### src/rtl/tcs3200_color_judge_if.sv
// Signal bundle between the TCS3200 colour judge and its environment.
// The master side drives the sensor OUT pin; the slave side (the judge)
// drives the filter selects, the per-channel counts and the colour result.
interface tcs3200_color_judge_if #(
   parameter int CNT_W = 16
);
   logic             sensor_out;
   logic             s2;
   logic             s3;
   logic [CNT_W-1:0] r_cnt;
   logic [CNT_W-1:0] g_cnt;
   logic [CNT_W-1:0] b_cnt;
   logic             meas_done;
   logic             r_valid;
   logic             g_valid;
   logic             b_valid;

   modport master (
      output sensor_out,
      input  s2, s3, r_cnt, g_cnt, b_cnt, meas_done, r_valid, g_valid, b_valid
   );

   modport slave (
      input  sensor_out,
      output s2, s3, r_cnt, g_cnt, b_cnt, meas_done, r_valid, g_valid, b_valid
   );
endinterface

### src/rtl/tcs3200_color_judge.sv
// TCS3200 colour judge: steps the sensor filter through red, blue and green,
// counts OUT edges in a fixed window per filter, picks the dominant colour and
// only changes the r/g/b valid levels once the same verdict has been seen
// PERSIST rounds in a row.
module tcs3200_color_judge #(
   parameter int SETTLE_CYC = 5000,
   parameter int GATE_CYC   = 500000,
   parameter int CNT_W      = 16,
   parameter int MIN_CNT    = 200,
   parameter int PERSIST    = 3
) (
   input logic                  sys_clk,
   input logic                  sys_rst_n,
   tcs3200_color_judge_if.slave bus
);

   localparam int TMR_MAX = (SETTLE_CYC > GATE_CYC) ? SETTLE_CYC : GATE_CYC;
   localparam int TMR_W   = $clog2(TMR_MAX + 1);
   localparam int PER_W   = $clog2(PERSIST + 1);

   localparam logic [TMR_W-1:0] SETTLE_LD = TMR_W'(SETTLE_CYC - 1);
   localparam logic [TMR_W-1:0] GATE_LD   = TMR_W'(GATE_CYC - 1);
   localparam logic [TMR_W-1:0] TMR_ZERO  = TMR_W'(0);
   localparam logic [CNT_W-1:0] MIN_C     = CNT_W'(MIN_CNT);
   localparam logic [CNT_W-1:0] CNT_MAX   = {CNT_W{1'b1}};
   localparam logic [CNT_W-1:0] CNT_ZERO  = CNT_W'(0);
   localparam logic [PER_W-1:0] PER_C     = PER_W'(PERSIST);

   typedef enum logic [3:0] {
      ST_SET_R  = 4'd0,
      ST_WAIT_R = 4'd1,
      ST_GATE_R = 4'd2,
      ST_SET_B  = 4'd3,
      ST_WAIT_B = 4'd4,
      ST_GATE_B = 4'd5,
      ST_SET_G  = 4'd6,
      ST_WAIT_G = 4'd7,
      ST_GATE_G = 4'd8,
      ST_JUDGE  = 4'd9
   } state_t;

   typedef enum logic [1:0] {
      COL_NONE = 2'd0,
      COL_R    = 2'd1,
      COL_G    = 2'd2,
      COL_B    = 2'd3
   } color_t;

   // Valid pattern {r,g,b} for a verdict; "none" clears all three.
   function automatic logic [2:0] color_onehot(input color_t c);
      case (c)
         COL_R:   return 3'b100;
         COL_G:   return 3'b010;
         COL_B:   return 3'b001;
         default: return 3'b000;
      endcase
   endfunction

   state_t           state_q;
   logic [TMR_W-1:0] timer_q;
   logic [CNT_W-1:0] edge_cnt_q;
   logic [CNT_W-1:0] edge_cnt_d;
   logic [CNT_W-1:0] r_cnt_q;
   logic [CNT_W-1:0] g_cnt_q;
   logic [CNT_W-1:0] b_cnt_q;
   logic             s2_q;
   logic             s3_q;
   logic             meas_done_q;
   logic [2:0]       valid_q;
   color_t           cand_q;
   color_t           cand_d;
   color_t           judge_res;
   logic [PER_W-1:0] pers_q;
   logic [PER_W-1:0] pers_d;
   logic             sync1_q;
   logic             sync2_q;
   logic             prev_q;
   logic             edge_det;

   // Two-stage synchronizer for the asynchronous OUT pin plus a delay stage for edge detection
   always_ff @(posedge sys_clk or negedge sys_rst_n) begin
      if (!sys_rst_n) begin
         sync1_q <= 1'b0;
         sync2_q <= 1'b0;
         prev_q  <= 1'b0;
      end else begin
         sync1_q <= bus.sensor_out;
         sync2_q <= sync1_q;
         prev_q  <= sync2_q;
      end
   end

   assign edge_det = sync2_q & ~prev_q;

   // Next edge count, sticking at all-ones so a flooded channel cannot wrap
   always_comb begin
      if (edge_det && (edge_cnt_q != CNT_MAX)) begin
         edge_cnt_d = edge_cnt_q + CNT_W'(1);
      end else begin
         edge_cnt_d = edge_cnt_q;
      end
   end

   // Dominant colour: strictly above both others and at least MIN_CNT; ties give none
   always_comb begin
      judge_res = COL_NONE;
      if ((r_cnt_q > g_cnt_q) && (r_cnt_q > b_cnt_q) && (r_cnt_q >= MIN_C)) begin
         judge_res = COL_R;
      end else if ((g_cnt_q > r_cnt_q) && (g_cnt_q > b_cnt_q) && (g_cnt_q >= MIN_C)) begin
         judge_res = COL_G;
      end else if ((b_cnt_q > r_cnt_q) && (b_cnt_q > g_cnt_q) && (b_cnt_q >= MIN_C)) begin
         judge_res = COL_B;
      end else begin
         judge_res = COL_NONE;
      end
   end

   // Persistence tracking: repeat verdicts build confidence, a new verdict restarts at one
   always_comb begin
      cand_d = cand_q;
      pers_d = pers_q;
      if (judge_res == cand_q) begin
         if (pers_q == PER_C) begin
            pers_d = pers_q;
         end else begin
            pers_d = pers_q + PER_W'(1);
         end
      end else begin
         cand_d = judge_res;
         pers_d = PER_W'(1);
      end
   end

   // Measurement sequencer: filter select, settle, count window per channel, then judge
   always_ff @(posedge sys_clk or negedge sys_rst_n) begin
      if (!sys_rst_n) begin
         state_q     <= ST_SET_R;
         timer_q     <= TMR_ZERO;
         edge_cnt_q  <= CNT_ZERO;
         r_cnt_q     <= CNT_ZERO;
         g_cnt_q     <= CNT_ZERO;
         b_cnt_q     <= CNT_ZERO;
         s2_q        <= 1'b0;
         s3_q        <= 1'b0;
         meas_done_q <= 1'b0;
         valid_q     <= 3'b000;
         cand_q      <= COL_NONE;
         pers_q      <= PER_W'(0);
      end else begin
         meas_done_q <= 1'b0;
         case (state_q)
            ST_SET_R: begin
               s2_q    <= 1'b0;
               s3_q    <= 1'b0;
               timer_q <= SETTLE_LD;
               state_q <= ST_WAIT_R;
            end
            ST_SET_B: begin
               s2_q    <= 1'b0;
               s3_q    <= 1'b1;
               timer_q <= SETTLE_LD;
               state_q <= ST_WAIT_B;
            end
            ST_SET_G: begin
               s2_q    <= 1'b1;
               s3_q    <= 1'b1;
               timer_q <= SETTLE_LD;
               state_q <= ST_WAIT_G;
            end
            ST_WAIT_R, ST_WAIT_B, ST_WAIT_G: begin
               if (timer_q == TMR_ZERO) begin
                  edge_cnt_q <= CNT_ZERO;
                  timer_q    <= GATE_LD;
                  if (state_q == ST_WAIT_R) begin
                     state_q <= ST_GATE_R;
                  end else if (state_q == ST_WAIT_B) begin
                     state_q <= ST_GATE_B;
                  end else begin
                     state_q <= ST_GATE_G;
                  end
               end else begin
                  timer_q <= timer_q - TMR_W'(1);
               end
            end
            ST_GATE_R: begin
               edge_cnt_q <= edge_cnt_d;
               if (timer_q == TMR_ZERO) begin
                  r_cnt_q <= edge_cnt_d;
                  state_q <= ST_SET_B;
               end else begin
                  timer_q <= timer_q - TMR_W'(1);
               end
            end
            ST_GATE_B: begin
               edge_cnt_q <= edge_cnt_d;
               if (timer_q == TMR_ZERO) begin
                  b_cnt_q <= edge_cnt_d;
                  state_q <= ST_SET_G;
               end else begin
                  timer_q <= timer_q - TMR_W'(1);
               end
            end
            ST_GATE_G: begin
               edge_cnt_q <= edge_cnt_d;
               if (timer_q == TMR_ZERO) begin
                  g_cnt_q <= edge_cnt_d;
                  state_q <= ST_JUDGE;
               end else begin
                  timer_q <= timer_q - TMR_W'(1);
               end
            end
            ST_JUDGE: begin
               meas_done_q <= 1'b1;
               cand_q      <= cand_d;
               pers_q      <= pers_d;
               if (pers_d == PER_C) begin
                  valid_q <= color_onehot(cand_d);
               end else begin
                  valid_q <= valid_q;
               end
               state_q <= ST_SET_R;
            end
            default: begin
               state_q <= ST_SET_R;
            end
         endcase
      end
   end

   assign bus.s2        = s2_q;
   assign bus.s3        = s3_q;
   assign bus.r_cnt     = r_cnt_q;
   assign bus.g_cnt     = g_cnt_q;
   assign bus.b_cnt     = b_cnt_q;
   assign bus.meas_done = meas_done_q;
   assign bus.r_valid   = valid_q[2];
   assign bus.g_valid   = valid_q[1];
   assign bus.b_valid   = valid_q[0];

endmodule

### src/flat_wrapper.sv
// flat-port wrapper written by rule: the top's interface ports become plain ports
module tcs3200_color_judge_flat 
#(
   parameter int SETTLE_CYC = 5000,
   parameter int GATE_CYC   = 500000,
   parameter int CNT_W      = 16,
   parameter int MIN_CNT    = 200,
   parameter int PERSIST    = 3
)
  (sys_clk, sys_rst_n, bus_sensor_out, bus_s2, bus_s3, bus_r_cnt, bus_g_cnt, bus_b_cnt, bus_meas_done, bus_r_valid, bus_g_valid, bus_b_valid);
  tcs3200_color_judge_if #(.CNT_W(CNT_W)) bus_i ();
  input logic sys_clk;
  input logic sys_rst_n;
  input wire logic [$bits(bus_i.sensor_out)-1:0] bus_sensor_out;
  output wire logic [$bits(bus_i.s2)-1:0] bus_s2;
  output wire logic [$bits(bus_i.s3)-1:0] bus_s3;
  output wire logic [$bits(bus_i.r_cnt)-1:0] bus_r_cnt;
  output wire logic [$bits(bus_i.g_cnt)-1:0] bus_g_cnt;
  output wire logic [$bits(bus_i.b_cnt)-1:0] bus_b_cnt;
  output wire logic [$bits(bus_i.meas_done)-1:0] bus_meas_done;
  output wire logic [$bits(bus_i.r_valid)-1:0] bus_r_valid;
  output wire logic [$bits(bus_i.g_valid)-1:0] bus_g_valid;
  output wire logic [$bits(bus_i.b_valid)-1:0] bus_b_valid;
  assign bus_i.sensor_out = bus_sensor_out;
  assign bus_s2 = bus_i.s2;
  assign bus_s3 = bus_i.s3;
  assign bus_r_cnt = bus_i.r_cnt;
  assign bus_g_cnt = bus_i.g_cnt;
  assign bus_b_cnt = bus_i.b_cnt;
  assign bus_meas_done = bus_i.meas_done;
  assign bus_r_valid = bus_i.r_valid;
  assign bus_g_valid = bus_i.g_valid;
  assign bus_b_valid = bus_i.b_valid;
  tcs3200_color_judge #(.SETTLE_CYC(SETTLE_CYC), .GATE_CYC(GATE_CYC), .CNT_W(CNT_W), .MIN_CNT(MIN_CNT), .PERSIST(PERSIST)) u_core (.sys_clk(sys_clk), .sys_rst_n(sys_rst_n), .bus(bus_i));
endmodule
### config.mk
export PLATFORM = sky130hd
export DESIGN_NAME = tcs3200_color_judge_flat
export DESIGN_NICKNAME = d
export VERILOG_FILES = /design/src/rtl/tcs3200_color_judge_if.sv /design/src/rtl/tcs3200_color_judge.sv /design/src/flat_wrapper.sv
export SDC_FILE = /design/constraint.sdc
export NUM_CORES = 1
export LEC_CHECK = 0
export CAP_MARGIN = 0
export CORE_MARGIN = 3
export CORE_UTILIZATION = 45
export CTS_CLUSTER_DIAMETER = 40
export DETAILED_ROUTE_END_ITERATION = 8
export PLACE_DENSITY_LB_ADDON = 0.25
export SYNTH_ARGS = -nofsm -noshare
export SYNTH_HDL_FRONTEND = slang
export SYNTH_SLANG_ARGS = --single-unit
### constraint.sdc
create_clock -name sys_clk -period 4.6 [get_ports sys_clk]
set_input_delay 0.92 -clock sys_clk [delete_from_list [all_inputs] [get_ports sys_clk]]
set_output_delay 0.92 -clock sys_clk [all_outputs]
set_load 0.02 [all_outputs]
==> qor.yml <==
run_status:
  status: "finished clean"
synth:
  ys_seq_elements: 100
  synth_commonest_cells: "dfrtp_1, nand2_1, o21ai_0"
  synthTopCellsByArea: "dfrtp_1, ha_1, o21ai_0"
  syn_inst: 644
  ys_types: 63
  synth_nets: 697
  yosys.area.top_type: "dfrtp_1"
  yosysTopAreaCellShare_pct: 42.49
  yosys_most_used_dff: "dfrtp_1"
  synth_most_common_cell: "dfrtp_1"
  async_reset_ff_share_pct: 100.0
  yosys_warnings: 0
  synth_seq_area_share_pct: 42.49
  synth.avg_cell_area_um2: 9.145
  synth-edff-count: 0
  syn_area_um2: 5889
flow_run:
  maxCapViolations: 0
drt:
  drc_errors: 0
  drtIter0Drc: 338
  wl_per_cell_um: 17.42
  routed_via_density: 5.731
  antenna_left: 0
  num_vias: 4980
  wirelength_mm: 15.14
  drt-pass1-iter-count: 6
setup_path:
  cpPeakStageDelay_ps: 480
  startpoint: "u_core.bus.b_cnt[14]$_DFFE_PN0P_"
  timing.rr.start: "u_core.bus.b_cnt[14]$_DFFE_PN0P_"
  critPathTopFamily: "compound AO/OA/AOI/OAI gates"
  r2r_end: "u_core.valid_q[2]$_DFFE_PN0P_"
  crit_chain: "inv_1 -> ha_1 -> a21oi_1 -> nand2_1 -> a221o_1 -> a211o_1 -> nor3_2 -> mux2_2 -> a22oi_4 -> mux2_1"
  r2r_setup_slack_ps: 1600
  crit_path_end_kind: "flop"
  crit_required_ps: 4830
  reg2reg_depth: 10
  start_kind: "flop"
  cp_slowest_cell: "dfrtp_1"
  crit_arrival_ps: 3230
  crit_type: "flop to flop"
  path_buf_inv: 1
  crit_fanout: 6
sta:
  slew_headroom_pct: 32.41
  fmax_ghz: 0.3334
  skew_ps: 8.026
  drv_slew: 0
  fin_crit_ps: 2999
  post-route-period-util_pct: 65.19
  final_hold_viol_count: 0
  grt_setup_unrepaired: "false"
  fin_hold_ws_ps: 354.5
  worst_slew_pin_slew_ps: 1011
  fin_tns_setup_ps: 0
  setup_violations: 0
global_routing:
  grt_pass1_wl_mm: 24.89
  grt_use_total_pct: 21.58
  grt_pass1_vias: 4925
  grt_max_degree: 81
  antenna_found_initial: 0
  grt_overflow: 0
cts:
  cts.sinks: 100
  postCtsResizedCells: 0
  cts_buffers: 9
  clkTransAtPathRegs_ps: 70
  clockBufferDepth: 2
  cts_hold_buf: 0
  h-tree-depth: 3
  cts_tree: "built"
  postCtsSetupRepairBufs: 0
  clock-root-buffer: "clkbuf_16"
  clk-insertion-delay-late_ps: 350
placement:
  dp.cells: 853
  gp_congestion: 0.9055
  portBuffers: 56
  dp_hpwl_mm: 11.25
  placed_area_um2: 6599
finish:
  drive_gt1_share_pct: 5.739
  fillers: 1192
  design_area_um2: 6935
  num_antenna_cells: 0
  stdcell_count: 869
  area_growth_pct: 17.76
  fin_nets: 745
power_and_ir_drop:
  cellPowerDensity_nw_per_um2: 252.4
  vdd_drop_max_mv: 0.1372
  p_leak_nw: 2.997
  power_mw: 1.751
die:
  initial_core_util_pct: 46.29
  rows: 41
  die_x_um: 120.4
  ios: 57
  core_area_um2: 12720
  die_y_um: 120.4
  fp.dieArea_um2: 14500
hold_path:
  hold_path_depth: 0
  hold_path.class: "flop to flop"
  whs_endpoint: "u_core.sync2_q$_DFF_PN0_"
  min_from: "u_core.sync1_q$_DFF_PN0_"
[metrics by stage]
| step | worst slack [ps] | utilization, % |
|---|---|---|
| 6_report | 1601 | 54.51 |
| 5_1_grt | 1419 | 54.51 |
| 4_1_cts | 1591 | 54.51 |
| 3_5_place_dp | 1611 | 51.87 |
| 3_3_place_gp | 1675 | 51.87 |
| 2_1_floorplan | 1714 | - |
[routing by layer]
layer	up-vias	GRT usage, %	part of all wire (%)
li1	2423	-	-
met2	112	36.29	49
met1	2424	28.59	45
met4	0	6.799	1.9
met3	21	3.555	4.1
met5	-	0	0
[state kept, by name, summed over array words and instances (netlist names)]
register,cells
u_core.bus.s3,1
u_core.bus.s2,1
u_core.sync1_q,1
u_core.pers_q,2
u_core.timer_q,19
u_core.edge_cnt_q,16
u_core.bus.r_cnt,16
u_core.prev_q,1
u_core.cand_q,2
u_core.bus.meas_done,1
u_core.state_q,4
u_core.bus.g_cnt,16
u_core.bus.b_cnt,16
u_core.sync2_q,1
u_core.valid_q,3
[worst max-delay path by stage]
stage / end / cells after the start / slack, ps
final: u_core.valid_q[2]$_DFFE_PN0P_ / 10 / 1600
after global routing: u_core.timer_q[5]$_DFFE_PN0P_ / 7 / 1420
after CTS: u_core.valid_q[1]$_DFFE_PN0P_ / 10 / 1590
after detailed placement: u_core.valid_q[1]$_DFFE_PN0P_ / 10 / 1610
after global placement: u_core.valid_q[2]$_DFFE_PN0P_ / 10 / 1670
after floorplan: u_core.valid_q[0]$_DFFE_PN0P_ / 10 / 1710
[where the power goes]
group	internal (mW)	switching (mW)
Sequential	0.880	0.000407
Combinational	0.00280	0.0201
Clock	0.519	0.328
[cell type report]
type	count	area, um^2	area share [%]
multi-input cells	480	3143	45.32
clock inverters	4	70.07	1.010
well taps	172	215.2	3.103
repair buffers	59	580.6	8.371
inverters	42	157.7	2.273
clock buffers	12	266.5	3.843
flip-flops and latches	100	2502	36.08
[logic make-up (layout without fill, tap and decap cells)]
group                      Yosys count  in the layout  share of synthesized area [%]
muxes                                5              5                         0.9347
and+or+nand+nor                    219            219                          19.04
buffers and inverters               64            117                          4.143
xor gates and xnor gates            24             24                          3.569
adders and majority gates           51             51                          10.79
AOI/OAI and AO/OA                  181            181                          19.04
DFF                                100            100                          42.49
[layout by cell type (no fill, tap or decap), drive strengths merged, types with 3 or more instances in the layout]
| master | n |
|---|---|
| a211oi | 4 |
| a21o | 5 |
| a21oi | 44 |
| a221o | 3 |
| a22oi | 4 |
| a31oi | 11 |
| and3 | 10 |
| buf | 4 |
| clkbuf | 12 |
| clkdlybuf4s50 | 55 |
| dfrtp | 100 |
| ha | 50 |
| inv | 42 |
| mux2 | 4 |
| nand2 | 88 |
| nand3 | 18 |
| nand4 | 13 |
| nor2 | 39 |
| nor2b | 3 |
| nor3 | 18 |
| nor4 | 14 |
| nor4b | 3 |
| o21a | 5 |
| o21ai | 74 |
| o22a | 5 |
| o2bb2ai | 6 |
| o311ai | 3 |
| o31ai | 5 |
| xnor2 | 16 |
| xor2 | 8 |
Note: power is estimated with default switching activity, not from simulation.
